$ cat src/rtl/instruction_fetch.sv
// rtl/instruction_fetch.sv - RISC-V fetch stage: PC, single-outstanding imem request, one-entry output register
module instruction_fetch #(
  parameter logic [31:0] RESET_PC = 32'h0000_0000
) (
  input  logic        clk,
  input  logic        reset,
  output logic        imem_req_valid,
  input  logic        imem_req_ready,
  output logic [31:0] imem_addr,
  input  logic        imem_resp_valid,
  input  logic [31:0] imem_resp_data,
  input  logic        redirect_valid,
  input  logic [31:0] redirect_pc,
  input  logic        stall,
  output logic        if_valid,
  output logic [31:0] if_instruction,
  output logic [31:0] if_pc,
  output logic [31:0] if_pc_plus4
);

  typedef enum logic [1:0] {
    IDLE = 2'd0,
    REQ  = 2'd1,
    WAIT = 2'd2
  } state_t;

  localparam logic [31:0] NOP = 32'h0000_0013;

  state_t      state;
  logic [31:0] fetch_pc;
  logic        discard;
  logic        consume;
  logic        req_fire;
  logic [31:0] redirect_aligned;

  assign consume          = if_valid & ~stall;
  assign imem_req_valid   = (state == REQ) & ~redirect_valid & (~if_valid | ~stall);
  assign imem_addr        = fetch_pc;
  assign req_fire         = imem_req_valid & imem_req_ready;
  assign redirect_aligned = redirect_pc & ~32'd3;
  assign if_pc_plus4      = if_pc + 32'd4;

  // Fetch FSM, program counter, stale-response discard flag and output register
  always_ff @(posedge clk or posedge reset) begin
    if (reset) begin
      state          <= IDLE;
      fetch_pc       <= RESET_PC;
      discard        <= 1'b0;
      if_valid       <= 1'b0;
      if_instruction <= NOP;
      if_pc          <= RESET_PC;
    end else begin
      // Decode took the held instruction; a capture below overrides this
      if (consume) begin
        if_valid <= 1'b0;
      end

      if (redirect_valid) begin
        // Redirect wins over everything; no request goes out this cycle
        fetch_pc <= redirect_aligned;
        if_valid <= 1'b0;
        if (state == WAIT) begin
          if (imem_resp_valid) begin
            // The in-flight response arrives now and is simply dropped
            discard <= 1'b0;
            state   <= REQ;
          end else begin
            // Response still pending: mark it stale and keep waiting for it
            discard <= 1'b1;
            state   <= WAIT;
          end
        end else begin
          discard <= 1'b0;
          state   <= REQ;
        end
      end else begin
        case (state)
          IDLE: begin
            state <= REQ;
          end
          REQ: begin
            // fetch_pc keeps naming the outstanding address until it returns
            if (req_fire) begin
              state <= WAIT;
            end
          end
          WAIT: begin
            if (imem_resp_valid) begin
              if (discard) begin
                // Stale word from before a redirect; fetch_pc already holds the target
                discard <= 1'b0;
              end else begin
                if_instruction <= imem_resp_data;
                if_pc          <= fetch_pc;
                if_valid       <= 1'b1;
                fetch_pc       <= fetch_pc + 32'd4;
              end
              state <= REQ;
            end
          end
          default: begin
            state <= IDLE;
          end
        endcase
      end
    end
  end

endmodule
$ cat config.mk
export PLATFORM = sky130hd
export DESIGN_NAME = instruction_fetch
export DESIGN_NICKNAME = d
export VERILOG_FILES = /design/src/rtl/instruction_fetch.sv
export SDC_FILE = /design/constraint.sdc
export NUM_CORES = 1
export LEC_CHECK = 0
export BUFFER_PORTS_ARGS = -buffer_cell sky130_fd_sc_hd__buf_2
export CAP_MARGIN = 20
export CORE_UTILIZATION = 35
export CTS_CLUSTER_SIZE = 12
export DETAILED_ROUTE_END_ITERATION = 6
export PLACE_DENSITY = 0.66
export SYNTH_ARGS = -nofsm -noshare
export SYNTH_HDL_FRONTEND = slang
export SYNTH_SLANG_ARGS = --single-unit
export TNS_END_PERCENT = 10
$ cat constraint.sdc
create_clock -name clk -period 4.95 [get_ports clk]
set_clock_uncertainty 0.15 [all_clocks]
set_input_delay 1.485 -clock clk [delete_from_list [all_inputs] [get_ports clk]]
set_output_delay 1.485 -clock clk [all_outputs]
set_load 0.005 [all_outputs]
==> results.md, run 1 <==
* Status: finished clean
* Final Cycle Share at 0.806
* Root Buffer: clkbuf_16
* Most frequent cell after synthesis: dfrtp_1
* Critical Path End Type: output port
* Min cycle time layout at 3.99 ns
* Iteration-0 DRC Markers at 273
* Total Power at 2.35 mW
* Top cell type's share of synthesized area at 0.477
* Port bufs at approximately 190
* Antenna Cells at 0
* Fin Setup TNS at 0 ns
* Worst Setup SP: if_pc[2]
* Max Root-Sink Buffers at 2
* Hold buffer count at cts at 0
* Startpoint Class: register
* Main flop type after synthesis: dfrtp_1
* Die ar. at between 10000 and 15000 µm²
* DIE HEIGHT at approximately 120 µm
* Synth area leader: dfrtp_1
* Largest net degree at the start of global routing at 72
* Synth top cells by count: dfrtp_1, mux2_2, nand2_1, nor2_1, nand3_1
* Row count at 42
* Synth cell types at 43
* Worst R2R Start: imem_addr[3]
* Core ar. at about 13000 µm²
* Max Slew Vio Count at 0
* Worst-path clk slew at 0.07 ns
* Die extent in x at approximately 120 µm
* Post-synth EDFFs at 0
* DPL Wire Length at about 10000 µm
* Total number of vias at around 4300
* Synth area leaders: dfrtp_1, mux2_2, xnor2_1
* Worst-path maximum fanout at 7
* Syn Inst Count at 462
* GRT Util Overall at 0.194
* Mean Syn Cell Area at between 10 and 15 µm²
* Async SR Flop Fraction at 1.00
* Actual slew at the worst max-slew pin at approximately 0.90 ns
* Leak at 3.07 nW
* RSZ-0062 raised after global routing: false
* Setup Crit Path Kind: register to output port
* CTS tree: built
* Vias per cell at between 5 and 6
* Worst VDD drop at ~0.00019 V
* Initial core utilization at 0.364
* P per Cell Area at 372 nW/µm²
* WL final at 13700 µm
* #FFs+latches synth at 96
* Top achievable clock speed at around 250 MHz
* Final Setup Violations at 0
* Worst rel slew slack at 0.396
* Initial antenna violation count at 0
* First-pass iteration count of the detailed router at 4
* CTS sink cnt at 96
* Number of global-route vias before repair at approximately 4000
* Area Growth Syn to Fin at 29.4%
* DRC viols at 0
* Final net count at roughly 720
* GRT overflow at 0
* Synth Cell Area at a little under 5000 µm²
* Hold Crit Class: register to register
* Hold Startpoint: if_instruction[7]
* Register area share after synthesis at 0.493
* Ys Warns at 0
* Routability-driven placement congestion ratio at 0.859
* Share of cells above drive strength 1 at 0.425
* Final Util at 0.471
* CTS H-tree lvls at 3
* Skew-Pair Late Insertion Delay at roughly 0.35 ns
* CTS resizes at 0
* # Max-Cap Violations at 0
* Drt wl/cell at 16.7 µm
* I/O Pins at 200
* Global-route wire length before repair at around 22000 µm
* Post-CTS Setup Repair Bufs at 0
* Worst EP required at 3.31 ns
* Final hold vios at 0
* Worst Path Arrival at around 2.4 ns
* Post-DRT Antenna Nets at 0
* Total CTS buffers at 9
==> layer usage <==
metal  GRT usage  part of all wire  routed length (µm)
met5           0                 0                   0
met4      0.0711             0.015                 201
met3      0.0418             0.056                 770
met2       0.306              0.47                6430
met1       0.262              0.46                6330
==> worst max-delay path, cell delays in order, from the launching register on <==
cell and delay (ns):
dfrtp_1 0.43, ha_1 0.24, and4_1 0.33, nand3_1 0.33, nor3_1 0.32, xor2_1 0.21, buf_2 0.14
==> kinds of logic after synthesis <==
| kind of cell | synth area share |
|---|---|
| AND/OR/NAND/NOR | 0.183 |
| AO/OA/AOI/OAI | 0.0731 |
| buffers and inverters | 0.0415 |
| other | 0.000768 |
| adder cells (fa/ha/maj) | 0.00513 |
| flip-flops | 0.493 |
| multiplexers | 0.134 |
| XOR/XNOR | 0.0700 |
==> stage by stage <==
| stage | worst slack, ns | instance area (µm²) | hold slack, ns | std cells |
|---|---|---|---|---|
| floorplan | 0.815 | 4900 | 0.328 | 467 |
| global placement | 1.16 | 5970 | 0.334 | 810 |
| detailed placement | 1.10 | 5970 | 0.342 | 810 |
| CTS | 0.921 | 6320 | 0.357 | 825 |
| global route | 0.784 | 6320 | 0.374 | 825 |
| finish | 0.962 | 6320 | 0.353 | 825 |
==> placed cells by master, fill, tap and decap left out, drive strengths merged, types with 2 or more instances in the layout <==
cell | synthesis | routed
o21ai | 20 | 20
a311o | 2 | 2
nand2 | 42 | 42
nand4 | 18 | 18
dfstp | 3 | 3
inv | 14 | 14
or4 | 19 | 19
mux2 | 57 | 57
clkinvlp | 0 | 2
and4 | 5 | 5
o31ai | 12 | 12
bufinv | 0 | 3
clkbuf | 14 | 10
xor2 | 18 | 18
buf | 15 | 196
conb | 1 | 6
nand3 | 23 | 23
dfrtp | 93 | 93
xnor2 | 21 | 21
and3 | 2 | 2
a31oi | 13 | 13
or3 | 2 | 2
ha | 2 | 2
nor3 | 12 | 12
nor4 | 10 | 10
a21oi | 5 | 5
nor2 | 26 | 26
==> power by group <==
group          switching [mW]  internal, mW
logic                   0.210         0.260
registers               0.154         0.912
clock network           0.309         0.505
total                   0.673          1.68
==> final timing paths <==
kind	end	slack (ns)	cells after the start
max	if_pc_plus4[22]	0.96	6
min	if_instruction[7]	0.35	1
max reg2reg	imem_addr[28]	2.34	5
min reg2reg	if_instruction[7]	0.35	1
max in group asynchronous	if_instruction[4]	2.52	3
min in group asynchronous	if_instruction[29]	1.16	2
==> area by class of cell <==
class                      count  area, µm²
timing repair buffer         196        993
multi-input combinational    328       2300
sequential                    96       2410
inverter                      14       55.1
clock inverter                 5        105
tap                          176        220
clock buffer                  10        239
fill                        1301       7080
==> state kept, by name, summed over array words and instances (netlist names) <==
signal / count
discard: 1
if_instruction: 32
if_pc: 30
if_valid: 1
imem_addr: 30
state: 2
Note: power is estimated with default switching activity, not from simulation.
==> inputs of run 2 (changes only) <==
--- a/config.mk
+++ b/config.mk
@@ -5,12 +5,13 @@
 export SDC_FILE = /design/constraint.sdc
 export NUM_CORES = 1
 export LEC_CHECK = 0
+export ABC_AREA = 1
 export BUFFER_PORTS_ARGS = -buffer_cell sky130_fd_sc_hd__buf_2
 export CAP_MARGIN = 20
 export CORE_UTILIZATION = 35
 export CTS_CLUSTER_SIZE = 12
 export DETAILED_ROUTE_END_ITERATION = 6
-export PLACE_DENSITY = 0.66
+export PLACE_DENSITY = 0.65
 export SYNTH_ARGS = -nofsm -noshare
 export SYNTH_HDL_FRONTEND = slang
 export SYNTH_SLANG_ARGS = --single-unit
==> constraint.sdc (replaced) <==
create_clock -name clk -period 3.9 [get_ports clk]
set_clock_uncertainty 0.15 [all_clocks]
set_input_delay 1.17 -clock clk [delete_from_list [all_inputs] [get_ports clk]]
set_output_delay 1.17 -clock clk [all_outputs]
set_load 0.005 [all_outputs]
==> run 2 against run 1 <==
Critical endpoint is now if_pc_plus4[20]. Die area grew 7.0%. Combinational power rose to 3.0 times the previous value. First-iteration DRC count up 81%.
==> results.md, run 2 <==
* GRT Util Overall at 0.218 (+0.0235)
* Hold buffer count at cts at 0 (unchanged)
* CTS tree: built
* Ys Warns at 0 (unchanged)
* GRT overflow at 0 (unchanged)
* Worst rel slew slack at 0.619 (+0.223)
* Skew-Pair Late Insertion Delay at 0.35 ns (about the same)
* DIE HEIGHT at 124 µm (+3.5%)
* Synth area leaders: dfrtp_1, nand2_1, nor2_1
* Root Buffer: clkbuf_16
* Setup Crit Path Kind: register to output port
* Most frequent cells in the layout: nand2_1, buf_2, dfrtp_1, nor2_1, inv_1
* Synth top cells by count: nand2_1, dfrtp_1, nor2_1, inv_1, nand3_1
* P per Cell Area at 610 nW/µm² (+64%)
* Startpoint Class: register
* Worst-path clk slew at 0.07 ns (about the same)
* Total CTS buffers at 9 (unchanged)
* Share of cells above drive strength 1 at 0.259 (-0.166)
* Pre-CTS setup slack at 0.769 ns (-0.335 ns)
* Port bufs at 191 (unchanged)
* Final Cycle Share at 0.893
* Post-CTS Setup Repair Bufs at 0 (unchanged)
* Area Growth Syn to Fin at 27.7%
* Setup ws final at 0.419 ns (-0.544 ns)
* Antenna Cells at 0 (unchanged)
* Worst VDD drop at 0.000236 V (+26%)
* Main flop type after synthesis: dfrtp_1
* Clock Power Share at 0.217 (-0.129)
* Top cell type's share of synthesized area at 0.445 (-0.0318)
* Fin Setup TNS at 0 ns (unchanged)
* Final non-filler cell area at 6680 µm² (+5.7%)
* Number of global-route vias before repair at 5039 (+26%)
* Synth cell types at 31 (-28%)
* First-pass iteration count of the detailed router at 5 (+1)
* Hold Crit Class: register to register
* DRC viols at 0 (unchanged)
* Most frequent cell after synthesis: nand2_1
* Async SR Flop Fraction at 1.00 (unchanged)
* Status: finished clean
* Synth area leader: dfrtp_1
* Worst EP required at 2.58 ns (-0.73 ns)
* DPL Wire Length at 12200 µm (+19%)
* CTS sink cnt at 96 (unchanged)
* Mean Syn Cell Area at 7.42 µm² (-30%)
* Initial antenna violation count at 0 (unchanged)
* Top achievable clock speed at approximately 290 MHz
* #FFs+latches synth at 96 (unchanged)
* Largest net degree at the start of global routing at 50 (-31%)
* Final net count at 967 (+35%)
* Total number of vias at 5235 (+23%)
* Largest Register: if_instruction
* Vias per cell at 4.83 (-6.4%)
* Worst-path maximum fanout at 5 (-2)
* WL final at 16000 µm (+17%)
* Seq pwr share at 0.438 (-0.015)
* Max Slew Vio Count at 0 (unchanged)
* Psw at 1.55 mW (+130%)
* Area after DPL at 6380 µm² (+6.9%)
* Worst Path Arrival at 2.16 ns (-0.19 ns)
* Switching Fraction at 0.381 (+0.0947)
* Drt wl/cell at 14.8 µm (-11%)
* Combinational share of power at 0.345 (+0.145)
* Int Pwr at 2.52 mW (+50%)
* Die ar. at 15400 µm² (+7.0%)
* Actual slew at the worst max-slew pin at 0.571 ns (-0.334 ns)
* Initial core utilization at 0.360 (-0.00438)
* Routability-driven placement congestion ratio at 0.926 (+7.8%)
* I/O Pins at 200 (unchanged)
* Post-DRT Antenna Nets at 0 (unchanged)
* Post-synth EDFFs at 0 (unchanged)
* CTS H-tree lvls at 3 (unchanged)
* # Max-Cap Violations at 0 (unchanged)
* Global-route wire length before repair at 26700 µm (+24%)
* Final hold vios at 0 (unchanged)
* Iteration-0 DRC Markers at 495 (+81%)
* Die extent in x at 124 µm (+3.5%)
* Synth Cell Area at 5230 µm² (+7.2%)
* Max Root-Sink Buffers at 2 (unchanged)
* Syn Inst Count at 705 (+53%)
* Max FFs per register at 32 (unchanged)
* Register area share after synthesis at 0.460 (-0.0329)
* Leak at 3.57 nW (+16%)
* Final Setup Violations at 0 (unchanged)
* Row count at 44 (+4.8%)
* Core ar. at 14500 µm² (+8.5%)
* Critical Path End Type: output port
* RSZ-0062 raised after global routing: false
* Commonest non-fill, non-tap cell in the layout: nand2_1
* Min cycle time layout at around 3.5 ns
* CTS resizes at 0 (unchanged)
run 2: changes by cell type after synthesis, sizes merged, moves of 9 or more:
cell   before  now
a22oi       0   22
a31oi      13    1
inv        14   64
mux2       57    0
nand2      42  261
nand3      23   47
nor2       26   71
nor4       10    0
o31ai      12    1
or4        19    0
xnor2      21   10
xor2       18   27
run 2: power by group through the flow:
stage / combinational (mW) / sequential [mW] / clock, mW
3_3_place_gp: 1.40 / 1.79 / 0
4_1_cts: 1.42 / 1.78 / 0.899
5_1_grt: 1.60 / 1.85 / 0.944
3_5_place_dp: 1.42 / 1.79 / 0
6_report: 1.40 / 1.78 / 0.884
2_1_floorplan: 0.694 / 1.74 / 0
run 2: worst paths after layout:
kind / endpoint / slack, ns / cells after the start / start
worst min register to register: if_instruction[4] / 0.31 / 2 / if_instruction[4]
worst max register to register: imem_addr[20] / 1.85 / 7 / state[0]
worst min-delay path: if_instruction[4] / 0.31 / 2 / if_instruction[4]
max in group asynchronous: if_instruction[4] / 2.08 / 3 / reset
worst max-delay path: if_pc_plus4[20] / 0.42 / 9 / if_pc[3]
min in group asynchronous: if_instruction[21] / 0.72 / 2 / reset
run 2: cells by family after synthesis:
| kind of cell | count (synthesis) | synth area share |
|---|---|---|
| xor+xnor | 37 | 0.0620 |
| simple gates | 411 | 0.324 |
| compound gates | 66 | 0.0759 |
| other cells | 1 | 0.000717 |
| flops | 96 | 0.460 |
| buf+inv | 92 | 0.0725 |
| fa+ha+maj | 2 | 0.00479 |
run 2: metal layers:
layer,part of all wire,GRT usage,up-vias
li1,-,-,2609
met1,0.46,0.312,2435
met2,0.46,0.329,166
met3,0.055,0.0293,25
met4,0.025,0.0907,0
met5,0,0,-
run 2: critical path, stage by stage, from the launching register on:
cell and delay, ns:
dfrtp_1 0.42, ha_1 0.24, nand3_2 0.15, nor2_1 0.12, nand2_1 0.12, nor2_2 0.23, nand2_1 0.13, nor2_1 0.13
xor2_1 0.14, buf_2 0.13
run 2: metrics by stage:
| stage | util | std cells | hold slack [ns] | power [mW] |
|---|---|---|---|---|
| after floorplan | - | 710 | 0.303 | 2.43 |
| after global placement | 0.439 | 1068 | 0.299 | 3.19 |
| after detailed placement | 0.439 | 1068 | 0.303 | 3.22 |
| after CTS | 0.459 | 1084 | 0.315 | 4.11 |
| after global routing | 0.459 | 1084 | 0.338 | 4.40 |
| final | 0.459 | 1084 | 0.311 | 4.07 |
run 2: area by class of cell:
cell class	instances	area (µm²)
Tap cell	184	230
Timing Repair Buffer	202	1040
Fill cell	1559	7860
Clock inverter	3	23.8
Multi-Input combinational cell	522	2460
Sequential cell	96	2410
Clock buffer	13	270
Inverter	64	243
==> inputs of run 3 (changes only) <==
--- a/config.mk
+++ b/config.mk
@@ -5,13 +5,13 @@
 export SDC_FILE = /design/constraint.sdc
 export NUM_CORES = 1
 export LEC_CHECK = 0
-export ABC_AREA = 1
+export ABC_AREA = 0
 export BUFFER_PORTS_ARGS = -buffer_cell sky130_fd_sc_hd__buf_2
 export CAP_MARGIN = 20
 export CORE_UTILIZATION = 35
 export CTS_CLUSTER_SIZE = 12
 export DETAILED_ROUTE_END_ITERATION = 6
-export PLACE_DENSITY = 0.65
+export PLACE_DENSITY = 0.66
 export SYNTH_ARGS = -nofsm -noshare
 export SYNTH_HDL_FRONTEND = slang
 export SYNTH_SLANG_ARGS = --single-unit
==> run 3 against run 2 <==
First-iteration DRC count fell by 46%. Sequential power fell by 24%. Largest power group unchanged. Worst setup slack got worse by 0.17 ns. Global-route usage fell by 2.5 points. Highest routed layer unchanged.
==> results.md, run 3 (synthesized netlist as in run 1, its figures left out) <==
* Status: finished clean
* Row count at 42 (-4.5%)
* Final non-filler cell area at 6270 µm² (-6.1%)
* Final hold slack at 0.350 ns (+0.0387 ns)
* Total number of vias at 4348 (-17%)
* I/O Pins at 200 (unchanged)
* Dpl cells at 813 (-24%)
* Post-CTS Setup Repair Bufs at 0 (unchanged)
* Final Setup Violations at 0 (unchanged)
* Worst rel slew slack at 0.553 (-0.0664)
* CTS sink cnt at 96 (unchanged)
* Total CTS buffers at 9 (unchanged)
* Worst VDD drop at 0.000284 V (+21%)
* CP max stage cell: dfrtp_1
* Area Growth Syn to Fin at 28.5%
* Actual slew at the worst max-slew pin at 0.671 ns (+0.0996 ns)
* GRT overflow at 0 (unchanged)
* Root Buffer: clkbuf_16
* Die ar. at 14400 µm² (-6.6%)
* Worst Path Arrival at 2.34 ns (+0.18 ns)
* Post-Layout Cell Count at 829 (-24%)
* Area after DPL at 6010 µm² (-5.9%)
* Worst R2R Start: imem_addr[3]
* Critical Path End Type: output port
* Fin Setup TNS at 0 ns (unchanged)
* Critical Path, Cell by Cell: ha_1 > and4_1 > nand3_1 > nor3_1 > xor2_1 > buf_2
* Skew-Pair Late Insertion Delay at 0.35 ns (about the same)
* DPL Wire Length at 10100 µm (-17%)
* Share of cells above drive strength 1 at 0.427 (+0.168)
* Total Power at 2.76 mW (-32%)
* P per Cell Area at 440 nW/µm² (-28%)
* Met2 Use GR at 0.302 (-0.0268)
* First-pass iteration count of the detailed router at 4 (-1)
* DRC viols at 0 (unchanged)
* Worst-path clk slew at 0.07 ns (about the same)
* Largest net degree at the start of global routing at 52 (+4.0%)
* Hold Crit Class: register to register
* Final net count at 720 (-26%)
* Routability-driven placement congestion ratio at 0.877 (-5.3%)
* Startpoint Class: register
* Worst EP required at 2.58 ns (about the same)
* Min cycle time layout at 3.66 ns (+0.175 ns)
* Hold buffer count at cts at 0 (unchanged)
* Pre-CTS setup slack at 0.620 ns (-0.149 ns)
* CTS resizes at 0 (unchanged)
* Setup Crit Path Kind: register to output port
* CP top delay family: simple AND/OR/NAND/NOR gates
* Most frequent cells in the layout: buf_2, dfrtp_1, mux2_2, nand2_1, nor2_1
* Reg-to-reg slack, setup at 1.34 ns (-0.51 ns)
* Final hold vios at 0 (unchanged)
* Port bufs at 191 (unchanged)
* Worst-path maximum fanout at 7 (+2)
* Setup ws final at 0.244 ns (-0.175 ns)
* Global-route wire length before repair at 21500 µm (-20%)
* GRT Util Overall at 0.193 (-0.0252)
* Worst Hold Path EP: if_instruction[28]
* Top achievable clock speed at 273 MHz (-4.8%)
* WL final at 13500 µm (-16%)
* GR met1 Demand/Resource at 0.256 (-0.0561)
* Core ar. at 13400 µm² (-7.8%)
* Max Root-Sink Buffers at 2 (unchanged)
* Post-DRT Antenna Nets at 0 (unchanged)
* GRT Max-Usage Layer: met2
* Commonest non-fill, non-tap cell in the layout: buf_2
* Initial core utilization at 0.364 (+0.00438)
* CTS H-tree lvls at 3 (unchanged)
* Leak at 3.06 nW (-14%)
* Met3 Usage GRT at 0.0551 (+0.0258)
* RSZ-0062 raised after global routing: false
* # Max-Cap Violations at 0 (unchanged)
* R2R Path End: imem_addr[28]
* Hold Startpoint: if_instruction[28]
* Die extent in x at 120 µm (-3.3%)
* Initial antenna violation count at 0 (unchanged)
* CTS tree: built
* Number of global-route vias before repair at 4015 (-20%)
* DIE HEIGHT at 120 µm (-3.3%)
* Largest Register: if_instruction
* Fillers at 1312 (-16%)
* Antenna Cells at 0 (unchanged)
* Drt wl/cell at 16.3 µm (+10%)
* Iteration-0 DRC Markers at 267 (-46%)
* FF-to-FF path depth at 5 (-2)
* Hold Crit Depth at 1 (-1)
* Final Util at 0.468 (+0.00870)
* Final Cycle Share at 0.938 (+0.0448)
* Worst Path Buf+Inv at 1 (unchanged)
* Max FFs per register at 32 (unchanged)
* Vias per cell at 5.24 (+8.6%)
* Crit path largest cell delay at 0.43 ns (about the same)
* Max Slew Vio Count at 0 (unchanged)
-- run 3: cell type report --
type	instances	area [µm²]	share of cell area
inverter	14	55.1	0.00878
timing repair buffer	199	1030	0.164
tap	176	220	0.0351
multi-input combinational	328	2300	0.366
clock buffer	10	229	0.0365
sequential	96	2410	0.384
clock inverter	6	36.3	0.00578
-- run 3: worst register-to-register path: stages (launching register included) --
cell	delay, ns
dfrtp_1	0.44
ha_1	0.29
nand2_1	0.22
or4_1	0.70
or4_1	0.52
a31oi_1	0.17
-- run 3: where the power goes --
part / leakage (nW) / internal, mW / switching, mW
clock network: 0.132 / 0.429 / 0.377
registers: 1.21 / 1.16 / 0.196
logic: 1.72 / 0.332 / 0.266
-- run 3: worst max path at each step --
| stage | startpoint | to | slack, ns | cells past startpoint |
|---|---|---|---|---|
| after global routing | if_pc[2] | if_pc_plus4[18] | 0.08 | 6 |
| after CTS | if_pc[2] | if_pc_plus4[22] | 0.23 | 6 |
| after detailed placement | if_pc[2] | if_pc_plus4[22] | 0.62 | 6 |
| after global placement | if_pc[4] | if_pc_plus4[23] | 0.68 | 5 |
| after floorplan | reset | discard | 0.08 | 1 |
| final | if_pc[2] | if_pc_plus4[22] | 0.24 | 6 |
-- run 3: metal layers --
layer / vias up / share of wire
li1: 2043 / -
met1: 2130 / 0.45
met2: 162 / 0.46
met3: 13 / 0.068
met4: 0 / 0.015
met5: - / 0
